[src/rtl/lock_sequencer_pkg.sv]
// Shared definitions for the lock sequencer: state encodings, register map,
// CTRL/STATUS bit positions and neopixel colours.
package lock_sequencer_pkg;

   typedef enum logic [2:0] {
      ST_LOCKED    = 3'd0,
      ST_UNLOCKING = 3'd1,
      ST_OPEN      = 3'd2,
      ST_LOCKING   = 3'd3,
      ST_DENIED    = 3'd4
   } state_t;

   localparam logic [1:0] REG_CTRL   = 2'd0;
   localparam logic [1:0] REG_STATUS = 2'd1;
   localparam logic [1:0] REG_HOLD   = 2'd2;
   localparam logic [1:0] REG_MOVE   = 2'd3;

   localparam int CTRL_GRANT = 0;
   localparam int CTRL_DENY  = 1;
   localparam int CTRL_FORCE = 2;
   localparam int STATUS_EVT = 8;

   localparam logic [23:0] COL_LOCKED = 24'h001000;
   localparam logic [23:0] COL_MOVING = 24'h101000;
   localparam logic [23:0] COL_OPEN   = 24'h100000;
   localparam logic [23:0] COL_OFF    = 24'h000000;

   localparam logic [15:0] BLINK_MS = 16'd250;

   // A programmed duration of zero is treated as one millisecond.
   function automatic logic [15:0] ms_at_least_one(input logic [15:0] v);
      return (v == 16'd0) ? 16'd1 : v;
   endfunction

endpackage

[src/rtl/lock_sequencer_ms_timer.sv]
// Millisecond timer: MS_DIV-cycle prescaler feeding a 16-bit down-counter.
// start restarts both stages; done pulses in the last cycle of the interval.
module lock_sequencer_ms_timer
   import lock_sequencer_pkg::*;
#(
   parameter int MS_DIV = 100000
) (
   input  logic        clk,
   input  logic        reset,
   input  logic        start,
   input  logic [15:0] load_ms,
   output logic        tick,
   output logic        done
);

   localparam int PRE_W = (MS_DIV > 1) ? $clog2(MS_DIV) : 1;
   localparam logic [PRE_W-1:0] PRE_MAX = PRE_W'(MS_DIV - 1);

   logic             active;
   logic [PRE_W-1:0] pre;
   logic [15:0]      ms_left;

   assign tick = active && (pre == {PRE_W{1'b0}});
   assign done = tick && (ms_left == 16'd1);

   // Prescaler and millisecond counter
   always_ff @(posedge clk) begin
      if (reset) begin
         active  <= 1'b0;
         pre     <= {PRE_W{1'b0}};
         ms_left <= 16'd0;
      end else if (start) begin
         active  <= 1'b1;
         pre     <= PRE_MAX;
         ms_left <= ms_at_least_one(load_ms);
      end else if (tick) begin
         pre <= PRE_MAX;
         if (ms_left == 16'd1) begin
            active <= 1'b0;
         end else begin
            ms_left <= ms_left - 16'd1;
         end
      end else if (active) begin
         pre <= pre - {{(PRE_W-1){1'b0}}, 1'b1};
      end else begin
         pre <= pre;
      end
   end

endmodule

[src/rtl/lock_sequencer.sv]
// APB-mapped lock sequencer: drives servo and neopixel status colour through
// unlock/hold/lock cycles. Optional event interrupt enabled by LOCK_SEQ_EVT_IRQ_EN.
module lock_sequencer
   import lock_sequencer_pkg::*;
#(
   parameter int               MS_DIV      = 100000,
   parameter int               POS_W       = 16,
   parameter logic [POS_W-1:0] POS_LOCKED  = POS_W'(1000),
   parameter logic [POS_W-1:0] POS_OPEN    = POS_W'(2000),
   parameter int               HOLD_MS_RST = 5000,
   parameter int               MOVE_MS_RST = 500,
   parameter int               DENY_MS     = 1000
) (
   input  logic             pclk,
   input  logic             reset,
   input  logic             bus_write_en,
   input  logic             bus_read_en,
   input  logic [7:0]       bus_addr,
   input  logic [31:0]      bus_write_data,
   output logic [31:0]      bus_read_data,
   input  logic             seq_en,
   output logic [POS_W-1:0] servo_pos,
   output logic             servo_load,
   output logic [23:0]      np_color,
   output logic             np_req,
   input  logic             np_ack,
   output logic             evt_irq
);

   state_t      state, next_state;
   logic [1:0]  reg_sel;
   logic        cmd_wr, grant, deny, force_lock;
   logic        enter, reload;
   logic [15:0] hold_ms, move_ms, timer_load;
   logic        tmr_tick, tmr_done;
   logic        blink;
   logic [15:0] blink_cnt;
   logic [23:0] target_color;
   logic        evt;
   logic        unused_bits;

   assign reg_sel     = bus_addr[3:2];
   assign cmd_wr      = seq_en && bus_write_en && (reg_sel == REG_CTRL);
   assign grant       = cmd_wr && bus_write_data[CTRL_GRANT];
   assign deny        = cmd_wr && bus_write_data[CTRL_DENY];
   assign force_lock  = cmd_wr && bus_write_data[CTRL_FORCE];
   assign unused_bits = ^{bus_addr[7:4], bus_addr[1:0], bus_write_data[31:16]};

   lock_sequencer_ms_timer #(.MS_DIV(MS_DIV)) u_timer (
      .clk     (pclk),
      .reset   (reset),
      .start   (enter || reload),
      .load_ms (timer_load),
      .tick    (tmr_tick),
      .done    (tmr_done)
   );

   // Next state; force_lock outranks deny, which outranks grant
   always_comb begin
      next_state = state;
      reload     = 1'b0;
      case (state)
         ST_LOCKED: begin
            if (deny)            next_state = ST_DENIED;
            else if (grant)      next_state = ST_UNLOCKING;
            else                 next_state = state;
         end
         ST_UNLOCKING: begin
            if (force_lock)      next_state = ST_LOCKING;
            else if (tmr_done)   next_state = ST_OPEN;
            else                 next_state = state;
         end
         ST_OPEN: begin
            if (force_lock)      next_state = ST_LOCKING;
            else if (grant)      reload     = 1'b1;
            else if (tmr_done)   next_state = ST_LOCKING;
            else                 next_state = state;
         end
         ST_LOCKING: begin
            if (force_lock)      next_state = state;
            else if (grant)      next_state = ST_UNLOCKING;
            else if (tmr_done)   next_state = ST_LOCKED;
            else                 next_state = state;
         end
         ST_DENIED: begin
            if (force_lock)      next_state = ST_LOCKING;
            else if (tmr_done)   next_state = ST_LOCKED;
            else                 next_state = state;
         end
         default:                next_state = ST_LOCKED;
      endcase
      enter = (next_state != state);
      case (next_state)
         ST_OPEN:                   timer_load = hold_ms;
         ST_UNLOCKING, ST_LOCKING:  timer_load = move_ms;
         default:                   timer_load = 16'(DENY_MS);
      endcase
   end

   // Colour implied by the current state
   always_comb begin
      case (state)
         ST_LOCKED:                 target_color = COL_LOCKED;
         ST_UNLOCKING, ST_LOCKING:  target_color = COL_MOVING;
         ST_OPEN:                   target_color = COL_OPEN;
         ST_DENIED:                 target_color = blink ? COL_OFF : COL_LOCKED;
         default:                   target_color = COL_LOCKED;
      endcase
   end

   // State, servo command, timing registers, blink phase and colour handshake
   always_ff @(posedge pclk) begin
      if (reset) begin
         state      <= ST_LOCKED;
         servo_pos  <= POS_LOCKED;
         servo_load <= 1'b0;
         hold_ms    <= 16'(HOLD_MS_RST);
         move_ms    <= 16'(MOVE_MS_RST);
         blink      <= 1'b0;
         blink_cnt  <= 16'd0;
         np_color   <= COL_LOCKED;
         np_req     <= 1'b1;
      end else begin
         state      <= next_state;
         servo_load <= 1'b0;
         if (enter && (next_state == ST_UNLOCKING)) begin
            servo_pos  <= POS_OPEN;
            servo_load <= 1'b1;
         end else if (enter && (next_state == ST_LOCKING)) begin
            servo_pos  <= POS_LOCKED;
            servo_load <= 1'b1;
         end
         if (seq_en && bus_write_en && (reg_sel == REG_HOLD)) hold_ms <= bus_write_data[15:0];
         if (seq_en && bus_write_en && (reg_sel == REG_MOVE)) move_ms <= bus_write_data[15:0];
         if (enter) begin
            blink     <= 1'b0;
            blink_cnt <= 16'd0;
         end else if ((state == ST_DENIED) && tmr_tick) begin
            if (blink_cnt == BLINK_MS - 16'd1) begin
               blink     <= ~blink;
               blink_cnt <= 16'd0;
            end else begin
               blink_cnt <= blink_cnt + 16'd1;
            end
         end
         // A new colour always re-arms the request, even when ack arrives together
         if (target_color != np_color) begin
            np_color <= target_color;
            np_req   <= 1'b1;
         end else if (np_ack) begin
            np_req <= 1'b0;
         end
      end
   end

`ifdef LOCK_SEQ_EVT_IRQ_EN
   // Sticky event on OPEN/LOCKED entry; a set beats a same-cycle clear
   always_ff @(posedge pclk) begin
      if (reset) begin
         evt <= 1'b0;
      end else if (enter && ((next_state == ST_OPEN) || (next_state == ST_LOCKED))) begin
         evt <= 1'b1;
      end else if (seq_en && bus_write_en && (reg_sel == REG_STATUS) && bus_write_data[STATUS_EVT]) begin
         evt <= 1'b0;
      end else begin
         evt <= evt;
      end
   end
`else
   assign evt = 1'b0;
`endif

   assign evt_irq = evt;

   // Register read mux
   always_comb begin
      bus_read_data = 32'd0;
      if (seq_en && bus_read_en) begin
         case (reg_sel)
            REG_STATUS: bus_read_data = {23'd0, evt, 4'd0, np_req, state};
            REG_HOLD:   bus_read_data = {16'd0, hold_ms};
            REG_MOVE:   bus_read_data = {16'd0, move_ms};
            default:    bus_read_data = 32'd0;
         endcase
      end else begin
         bus_read_data = 32'd0;
      end
   end

endmodule

[config.mk]
export PLATFORM = sky130hd
export DESIGN_NAME = lock_sequencer
export DESIGN_NICKNAME = d
export VERILOG_FILES = /design/src/rtl/lock_sequencer_pkg.sv /design/src/rtl/lock_sequencer_ms_timer.sv /design/src/rtl/lock_sequencer.sv
export SDC_FILE = /design/constraint.sdc
export NUM_CORES = 1
export LEC_CHECK = 0
export ABC_CLOCK_PERIOD_IN_PS = 10940
export BUFFER_PORTS_ARGS = -buffer_cell sky130_fd_sc_hd__clkbuf_2
export CAP_MARGIN = 5
export CORE_MARGIN = 2
export CORE_UTILIZATION = 45
export CTS_CLUSTER_DIAMETER = 50
export CTS_CLUSTER_SIZE = 40
export DETAILED_ROUTE_END_ITERATION = 10
export GPL_TIMING_DRIVEN = 0
export HOLD_SLACK_MARGIN = 0.05
export PLACE_DENSITY = 0.65
export SLEW_MARGIN = 10
export SYNTH_ARGS = -nofsm -noshare
export SYNTH_HDL_FRONTEND = slang
export SYNTH_HIERARCHICAL = 1
export SYNTH_SLANG_ARGS = --single-unit
[constraint.sdc]
create_clock -name pclk -period 10.94 [get_ports pclk]
set_input_delay 1.094 -clock pclk [delete_from_list [all_inputs] [get_ports pclk]]
set_output_delay 1.094 -clock pclk [all_outputs]
set_load 0.005 [all_outputs]
* After elaboration in Yosys (flattened, before gate mapping)
Index checks and enable logic that the tools add are counted.
** Cells by class
- Add/sub/neg operators :: 3
- Eq/ne operators :: 15
- Muxes and demuxes :: 35
- Bitwise logic cells :: 1
- Reductions and logical operators :: 30
** Operators with widths (number)
- $mux W16 :: 5
- $pmux W21 S3 :: 1
- $mux W17 :: 3
- $pmux W16 S3 :: 1
- $mux W3 :: 11
- $mux W32 :: 1
- $pmux W16 S2 :: 1
- $ne A24 B24 Y1 :: 1
- $mux W11 :: 2
- $logic_not A17 Y1 :: 1
- $sub A17 B1 Y17 const B :: 1
- $add A16 B1 Y16 const B :: 1
- $eq A16 B1 Y1 const B :: 1
- $eq A16 B8 Y1 const B :: 1
- $logic_not A16 Y1 :: 1
- $sub A16 B1 Y16 const B :: 1
- $pmux W3 S5 :: 1
- $logic_and A1 B1 Y1 :: 13
- $mux W13 :: 1
- $eq A3 B2 Y1 const B :: 4
- $mux W1 :: 8
- $reduce_or A2 Y1 :: 4
- $eq A3 B1 Y1 const B :: 2
- $reduce_and A2 Y1 :: 3
- 12 further kinds :: 15
** Storage, ports and cells
- Bits in registers :: 116
- Bits of input ports :: 46
- Output and inout port bits :: 75
- Word-level logic and storage cells :: 97

* Logic depth before layout (Yosys ltp)
Gate-level depths: netlist of the first run.
- Depth after elaboration :: 13
- Mapped depth :: 19
- Depth with buffers taken out :: 17

* Cells and area by module
The synthesis of the first run kept the hierarchy.
** Modules (own cells, without submodules)
- lock_sequencer :: instances 1, cells an instance 440, area each 3552.2 sq um, seq. area each 1161.1 sq um
- lock_sequencer_ms_timer :: instances 1, cells an instance 229, area each 1939.4 sq um, seq. area each 680.7 sq um

* Worst setup path after synthesis of the first run
No wires, ideal clock.
- Kind :: register to register
- Start :: register u_timer.pre[0]
- End :: register u_timer.ms_left[12]
- Setup time :: 0.117 ns
- Arrival :: 3.481 ns
- Required time :: 10.823 ns
- Path slack :: 7.342 ns
- Stages on the path, launching flop included :: 19
- Buffers on the path :: 2
- Period minus slack after synthesis :: 3.598 ns
- Cells stage by stage :: dfxtp_1 > inv_1 > ha_1 > and4bb_2 > and3_1 > buf_2 > nand2_1 > nor2_1 > inv_1 > a21o_1 > a32oi_2 > o211a_1 > buf_2 > nand2b_2 > o22a_1 > nor4_1 > a41oi_1 > and2_1 > a32o_1
** On the way
- Longest elaborated chain between the ends :: 13
- Elaborated cells between the ends (all ways) :: 26
- Classes of those cells :: eq/ne: 5; mux: 13; reduce/logical: 8
** Ends and longest elaborated chain
- from (decl) :: RTL line lock_sequencer_ms_timer.sv:20 : logic [PRE_W-1:0] pre;
- from (signal assigned) :: RTL line lock_sequencer_ms_timer.sv:30 : pre <= {PRE_W{1'b0}};
- from (signal assigned) :: RTL line lock_sequencer_ms_timer.sv:44 : pre <= pre - {{(PRE_W-1){1'b0}}, 1'b1};
- from (signal assigned) :: RTL line lock_sequencer_ms_timer.sv:46 : pre <= pre;
- $logic_not A17 Y1 * :: RTL line lock_sequencer_ms_timer.sv:23 : assign tick = active && (pre == {PRE_W{1'b0}});
- $logic_and A1 B1 Y1 * :: RTL line lock_sequencer_ms_timer.sv:23
- $logic_and A1 B1 Y1 * :: RTL line lock_sequencer_ms_timer.sv:24 : assign done = tick && (ms_left == 16'd1);
- named net tmr_done :: RTL line lock_sequencer.sv:35 : logic tmr_tick, tmr_done;
- $mux W3 (on tied branches) :: RTL line lock_sequencer.sv:82, lock_sequencer.sv:87, lock_sequencer.sv:76
- $mux W3 (on tied branches) :: RTL line lock_sequencer.sv:81, lock_sequencer.sv:75
- $mux W3 (on tied branches) :: RTL line lock_sequencer.sv:80, lock_sequencer.sv:74
- $pmux W3 S5 * :: RTL line lock_sequencer.sv:62 : case (state)
- $eq A3 B1 Y1 / $eq A3 B2 Y1 (equally long branches) :: RTL line lock_sequencer.sv:93 : case (next_state)
- $reduce_or A2 Y1 :: RTL line lock_sequencer.sv:93
- $pmux W16 S2 * :: RTL line lock_sequencer.sv:93
- named net timer_load[8] :: RTL line lock_sequencer.sv:34 : logic [15:0] hold_ms, move_ms, timer_load;
- $logic_not A16 Y1 * :: RTL line lock_sequencer_pkg.sv:32 : return (v == 16'd0) ? 16'd1 : v;
- $mux W16 * :: RTL line lock_sequencer_pkg.sv:32
- $mux W16 * :: RTL line lock_sequencer_ms_timer.sv:32 : end else if (start) begin
- to (signal assigned) :: RTL line lock_sequencer_ms_timer.sv:35 : ms_left <= ms_at_least_one(load_ms);
- to (signal assigned) :: RTL line lock_sequencer_ms_timer.sv:41 : ms_left <= ms_left - 16'd1;
- to (decl) :: RTL line lock_sequencer_ms_timer.sv:21 : logic [15:0] ms_left;
Mark *: on every way through the listed nets, which the timed path passes. The rest lies on a longest branch.
A chain may end at the register's enable or synchronous reset.

* Worst setup path in the final report of the first run
- Start :: register u_timer.ms_left[7]
- End :: register u_timer.ms_left[12]
** On the way
- Longest elaborated chain between the ends :: 12
- Elaborated cells between the ends (all ways) :: 28
- Classes of those cells :: add/sub: 1; eq/ne: 6; mux: 15; reduce/logical: 6
** Ends and longest elaborated chain (RTL line)
- $eq A16 B1 Y1 * :: lock_sequencer_ms_timer.sv:24
- $logic_and A1 B1 Y1 * :: lock_sequencer_ms_timer.sv:24
- named net tmr_done :: lock_sequencer.sv:35
- $mux W3 (on tied branches) :: lock_sequencer.sv:82, lock_sequencer.sv:87, lock_sequencer.sv:76
- $mux W3 (on tied branches) :: lock_sequencer.sv:81, lock_sequencer.sv:75
- $mux W3 (on tied branches) :: lock_sequencer.sv:80, lock_sequencer.sv:74
- $pmux W3 S5 * :: lock_sequencer.sv:62
- $eq A3 B1 Y1 / $eq A3 B2 Y1 (equally long branches) :: lock_sequencer.sv:93
- $reduce_or A2 Y1 :: lock_sequencer.sv:93
- $pmux W16 S2 * :: lock_sequencer.sv:93
- named net timer_load[3] :: lock_sequencer.sv:34
- $logic_not A16 Y1 * :: lock_sequencer_pkg.sv:32
- $mux W16 * :: lock_sequencer_pkg.sv:32
- $mux W16 * :: lock_sequencer_ms_timer.sv:32
Mark *: on every way through the listed nets, which the timed path passes. The rest lies on a longest branch. The select of a mux whose other input is x is not followed.

==> results by group, run 1 <==
Floorplan
  • Starting Density: 45.9%
  • Std-Cell Rows: 40
  • Die area: 13100 um2
  • Die Wd: 114 um
  • Die Ht: 114 um
  • Ports: 121
  • Core area: 12000 um2

Yosys
  • Sequential-to-total area share from yosys stat: 33.5%
  • Cell variety after synth: 76
  • Cell taking the most area after synthesis: dfxtp_1
  • Count leader, synth: nand2_1
  • Async set-reset flop share out of synthesis: 0%
  • Synth Instances: 669
  • Yosys reg bits: 92
  • Post-synth top cells: nand2_1, dfxtp_1, buf_4
  • Yosys top cell area share: 33.5%
  • Top_reg_cell synth: dfxtp_1
  • Cell area after synthesis: 5490 um2
  • Synth area leaders: dfxtp_1, buf_4, nand2_1
  • Post-synthesis area per instance: 8.21 um2
  • Yosys warns: 6
  • Post-synth EDFFs: 0

STA
  • Final number of max-transition violations: 0
  • RSZ-0062 raised after global routing: no
  • Setup Skew: 0.00626 ns
  • Final Hold Vio Count: 0
  • Worst Tran Pin Value: 0.649 ns
  • Setup TNS Final: 0 ns
  • Max Clk Rate: 222 MHz
  • Normalized max-slew margin: 56.8%
  • Setup violations, final: 0
  • Setup ws final: 6.44 ns
  • Final hold slack: 0.476 ns
  • Fin crit share: 41.2%
  • Period minus WS final: 4.50 ns

Global routing
  • Vias in the first global route: 4689
  • GRT Util Overall: 21.0%
  • Largest net degree at the start of global routing: 17
  • First-pass GRT wire length: 22300 um
  • Total congestion overflow: 0
  • Initial antenna violation count: 0

Drt
  • First DRT Iteration DRCs: 180
  • Via density: 5.32
  • Drt wl/cell: 14.5 um
  • Detail Route Antenna Nets: 0
  • Initial DRT Pass Iterations: 5
  • DR vias: 4929
  • Final WL: 13500 um
  • DRC Markers: 0

Clock tree
  • Maximum clock path buffer count: 2
  • Post_cts resized: 0
  • Clock sink count: 92
  • Clk_lat worst skew: 0.34 ns
  • CTS tree: built
  • H-tree Lvls: 3
  • Setup Fix Bufs, Post-CTS: 0
  • Reg clk slew, reported paths: 0.07 ns
  • CTS hold repair buffers: 0
  • TritonCTS buffer count: 9
  • Root buf cell: clkbuf_16

Critical path
  • Critical path class: reg2reg
  • Data required, critical path: 11.17 ns
  • Startpoint types: register
  • Critical path fanouts, max: 9
  • Crit path arrival time: 4.74 ns
  • Crit. End Element: register

Layout
  • FF/Latch Area: 1840 um2
  • Multi-input gate area: 3210 um2
  • Syn-to-layout area delta: 16.5%
  • Fraction of layout cells with a size suffix above 1: 20.5%
  • # diodes: 0
  • Final core utilization: 53.5%
  • Layout Nets: 826
  • Fillers: 1139

Power
  • Leak pwr: 0.00266 uW
  • VDD IR max: 0.0000907 V
  • Pwr Total: 861 uW
  • PwrDens: 134 nW/um2

Run status
  • Status: completed

Place
  • Dpl hpwl: 9960 um
  • Placer Congestion: 0.865
  • Worst slack, placed: 6.57 ns
  • Port bufs: 46

Job
  • Number of max-cap violations: 0

Worst hold path
  • HP Class: reg2reg
==> worst paths after layout <==
check,endpoint,slack (ns),start,depth (start not counted)
min,hold_ms[6]$_SDFFE_PP0P_,0.48,hold_ms[6]$_SDFFE_PP0P_,2
max reg2reg,u_timer/ms_left[12]$_SDFFE_PP0P_,6.44,u_timer/ms_left[7]$_SDFFE_PP0P_,14
max,u_timer/ms_left[12]$_SDFFE_PP0P_,6.44,u_timer/ms_left[7]$_SDFFE_PP0P_,14
min reg2reg,hold_ms[6]$_SDFFE_PP0P_,0.48,hold_ms[6]$_SDFFE_PP0P_,2
==> worst max-delay path: stages (launching register included) <==
cell and delay, ns:
dfxtp_1 0.38, nor4_2 0.62, nand4_1 0.40, nor2_1 0.51, inv_1 0.16, a21o_1 0.19
a32oi_2 0.23, o211a_1 0.17, buf_2 0.23, nand2b_2 0.16, o22a_1 0.25, nor4_1 0.35
a41oi_1 0.24, and2_1 0.28, a32o_1 0.22
==> logic make-up after synthesis <==
group / count (synthesis) / share of synthesized area, %
multiplexers: 19 / 3.55
flip-flops: 92 / 33.5
other: 2 / 0.137
XOR/XNOR: 37 / 5.90
AO/OA/AOI/OAI: 121 / 15.4
buffers and inverters: 100 / 11.4
AND/OR/NAND/NOR: 293 / 29.0
adder cells (fa/ha/maj): 5 / 1.14
==> cells in the final DEF, fill, tap and decap left out, types with 12 or more instances in the layout <==
master    count
nand2_1      99
dfxtp_1      92
buf_4        54
conb_1       51
a21oi_1      47
nor2_1       47
clkbuf_2     46
nor3_1       25
clkbuf_1     21
xnor2_1      20
xor2_1       17
nor4_1       17
mux2i_1      15
inv_1        13
o21ai_0      12
nand3b_1     12
==> state kept, by name (all words and copies together), names as in the netlist <==
signal / count
servo_pos: 2
blink_cnt: 16
move_ms: 16
np_req: 1
hold_ms: 16
state: 3
u_timer/active: 1
np_color: 2
blink: 1
u_timer/ms_left: 16
u_timer/pre: 17
servo_load: 1
==> per-stage QoR <==
| stage | instance area, um2 | std cells |
|---|---|---|
| 2_1_floorplan | 5680 | 718 |
| 3_3_place_gp | 6090 | 911 |
| 3_5_place_dp | 6090 | 911 |
| 4_1_cts | 6400 | 927 |
| 5_1_grt | 6400 | 927 |
| 6_report | 6400 | 927 |
==> where the power goes <==
part           total, uW  leakage [uW]  switching [uW]  internal, uW
Clock                323      0.000145             138           185
Combinational        166       0.00176            91.0          75.4
Sequential           371      0.000747            19.7           352
Total                861       0.00266             248           612
==> cell type report <==
cell class	count	area share, %
flip-flops and latches	92	28.8
repair buffers	46	3.60
well taps	147	2.87
clock buffers	10	3.73
clock inverters	6	1.11
plain buffers	87	8.99
inverters	13	0.762
multi-input cells	526	50.1
==> routing by layer <==
metal | track usage, % | wire length, um | part of all wire (%) | vias up
met5 | 0 | 0 | 0 | -
met4 | 6.10 | 148 | 1.1 | 0
met3 | 3.76 | 777 | 5.8 | 16
met2 | 36.8 | 6470 | 48 | 158
met1 | 26.3 | 6060 | 45 | 2296
li1 | - | - | - | 2459
No activity file was read; power rests on OpenSTA's default activity.
==> run 2: changes to the inputs <==
- ABC_CLOCK_PERIOD_IN_PS: 10940 -> 4200
- clock period: 10.94 -> 4.2 ns (I/O delays scaled with it)
==> results by group, run 2 (same netlist as run 1, synthesis figures left out) <==
Run status
  • Status: completed

Layout
  • # diodes: 0
  • Syn-to-layout area delta: 18.3%
  • Final core utilization: 54.3%
  • Fraction of layout cells with a size suffix above 1: 21.7%
  • Final Non-Filler Cells: 929
  • Commonest non-fill, non-tap cell in the layout: nand2_1
  • FF/Latch Area: 1840 um2
  • Max reg flops: 17
  • Reg with most FFs: u_timer/pre
  • Layout Nets: 828
  • Multi-input gate area: 3280 um2
  • Most frequent cells in the layout: nand2_1, dfxtp_1, buf_4
  • Fillers: 1130

STA
  • Fin crit share: 94.3%
  • Max Clk Rate: 252 MHz
  • Final Hold Vio Count: 0
  • Worst Tran Pin Value: 0.662 ns
  • RSZ-0062 raised after global routing: yes
  • Final number of max-transition violations: 0
  • Setup Skew: 0.00678 ns
  • Setup ws final: 0.237 ns
  • Period minus WS final: 3.96 ns
  • Setup violations, final: 0
  • Final hold slack: 0.306 ns
  • Normalized max-slew margin: 55.9%

Clock tree
  • CTS tree: built
  • Root buf cell: clkbuf_16
  • H-tree Lvls: 3
  • Clock sink count: 92
  • Maximum clock path buffer count: 2
  • TritonCTS buffer count: 9
  • Clk_lat worst skew: 0.34 ns
  • Reg clk slew, reported paths: 0.07 ns

Critical path
  • Crit. End Element: register
  • Crit path arrival time: 4.20 ns
  • FF-to-FF End: u_timer/ms_left[12]$_SDFFE_PP0P_
  • Startpoint types: register
  • Critical path class: reg2reg
  • Critical path fanouts, max: 9
  • Reg2Reg Setup Slack: 0.24 ns
  • Data required, critical path: 4.43 ns
  • Worst R2R Start: u_timer/pre[0]$_SDFFE_PP0P_
  • CP startpoint: u_timer/pre[0]$_SDFFE_PP0P_
  • Reg2Reg Depth: 18

Floorplan
  • Ports: 121
  • Starting Density: 45.9%
  • Core area: 12000 um2
  • Die Wd: 114 um
  • Std-Cell Rows: 40
  • Die area: 13100 um2
  • Die Ht: 114 um

Place
  • Port bufs: 46
  • Dpl hpwl: 9960 um
  • Worst slack, placed: -0.166 ns
  • Placer Congestion: 0.865
  • # placed instances: 911

Power
  • Pint: 1600 uW
  • Sw Ratio: 29.0%
  • Net Sw Power: 652 uW
  • Sequential power share: 43.1%
  • Clock network power share: 37.4%
  • Leak pwr: 0.00269 uW
  • VDD IR max: 0.000229 V
  • Combinational group share of total power: 19.6%
  • PwrDens: 347 nW/um2

Drt
  • Drt wl/cell: 14.6 um
  • First DRT Iteration DRCs: 161
  • Initial DRT Pass Iterations: 5
  • Met3 WL: 686 um
  • Met2 Routed Length: 6580 um
  • DRC Markers: 0
  • Detail Route Antenna Nets: 0
  • Via density: 5.29
  • Top layer in use: met4
  • DR vias: 4914
  • Final WL: 13600 um
  • Met1 Wirelength: 6180 um

Global routing
  • First-pass GRT wire length: 22400 um
  • GRT Util Overall: 21.0%
  • Vias in the first global route: 4693
  • Total congestion overflow: 0
  • Largest net degree at the start of global routing: 17
  • Initial antenna violation count: 0

Worst hold path
  • Hold_sp: bus_write_data[5]
  • Hold Crit Depth: 3
  • Hold path endpoint: move_ms[5]$_SDFFE_PP1P_
  • HP Class: in2reg

Job
  • Number of max-cap violations: 0
-- run 2: cell count changes in the layout (fill, tap and decap cells not counted), sizes merged --
cell and change:
clkbuf +1, buf +1
-- run 2: area by class of cell --
cell class,count,area share [%]
clock inverters,6,1.10
well taps,147,2.83
multi-input cells,526,50.6
repair buffers,48,3.78
clock buffers,10,3.68
flip-flops and latches,92,28.4
inverters,13,0.751
plain buffers,87,8.94
-- run 2: power by group through the flow --
stage	sequential [uW]	clock (uW)	combinational, uW
after detailed placement	986	0	423
after floorplan	974	0	337
after CTS	969	855	431
after global routing	976	889	486
final	970	841	440
after global placement	983	0	418
-- run 2: stage by stage --
step | area (um2) | total power, uW | setup TNS (ns)
finish | 6490 | 2250 | 0
global route | 6490 | 2350 | -0.102
CTS | 6420 | 2260 | 0
detailed placement | 6090 | 1410 | -1.47
global placement | 6090 | 1400 | -0.786
floorplan | 5680 | 1310 | 0
-- run 2: worst max-delay path: stages, from the launching register on --
cell and delay (ns):
dfxtp_1 0.34, inv_1 0.06, ha_1 0.16, and4bb_2 0.31, and3_1 0.16, buf_2 0.20, nand2_1 0.16, nor2_4 0.18
inv_1 0.10, a21o_1 0.17, a32oi_2 0.23, o211a_1 0.18, clkbuf_4 0.20, nand2b_2 0.14, o22a_1 0.23, nor4_2 0.34
a41oi_2 0.21, and2_1 0.26, a32o_1 0.22
-- run 2: per-layer routing --
layer,vias up,track usage [%]
li1,2461,-
met1,2286,26.4
met2,156,36.8
met3,11,3.76
met4,0,6.10
met5,-,0
-- run 2: worst max path at each step --
stage	end	slack, ns	cells past startpoint
final	u_timer/ms_left[12]$_SDFFE_PP0P_	0.24	18
after global routing	u_timer/ms_left[12]$_SDFFE_PP0P_	-0.05	18
after CTS	u_timer/ms_left[12]$_SDFFE_PP0P_	0.06	18
after detailed placement	u_timer/ms_left[12]$_SDFFE_PP0P_	-0.17	14
after global placement	u_timer/ms_left[12]$_SDFFE_PP0P_	-0.14	13
after floorplan	u_timer/ms_left[12]$_SDFFE_PP0P_	0.60	18
-- run 2: repair_timing --
item | in CTS | in global routing
buffers inserted | 0 | 2
cloned | 0 | 0
resized for setup | 4 | 12
setup endpoints to repair | 20 | 19
pin swaps | 0 | 1
hold buffers | 0 | 0
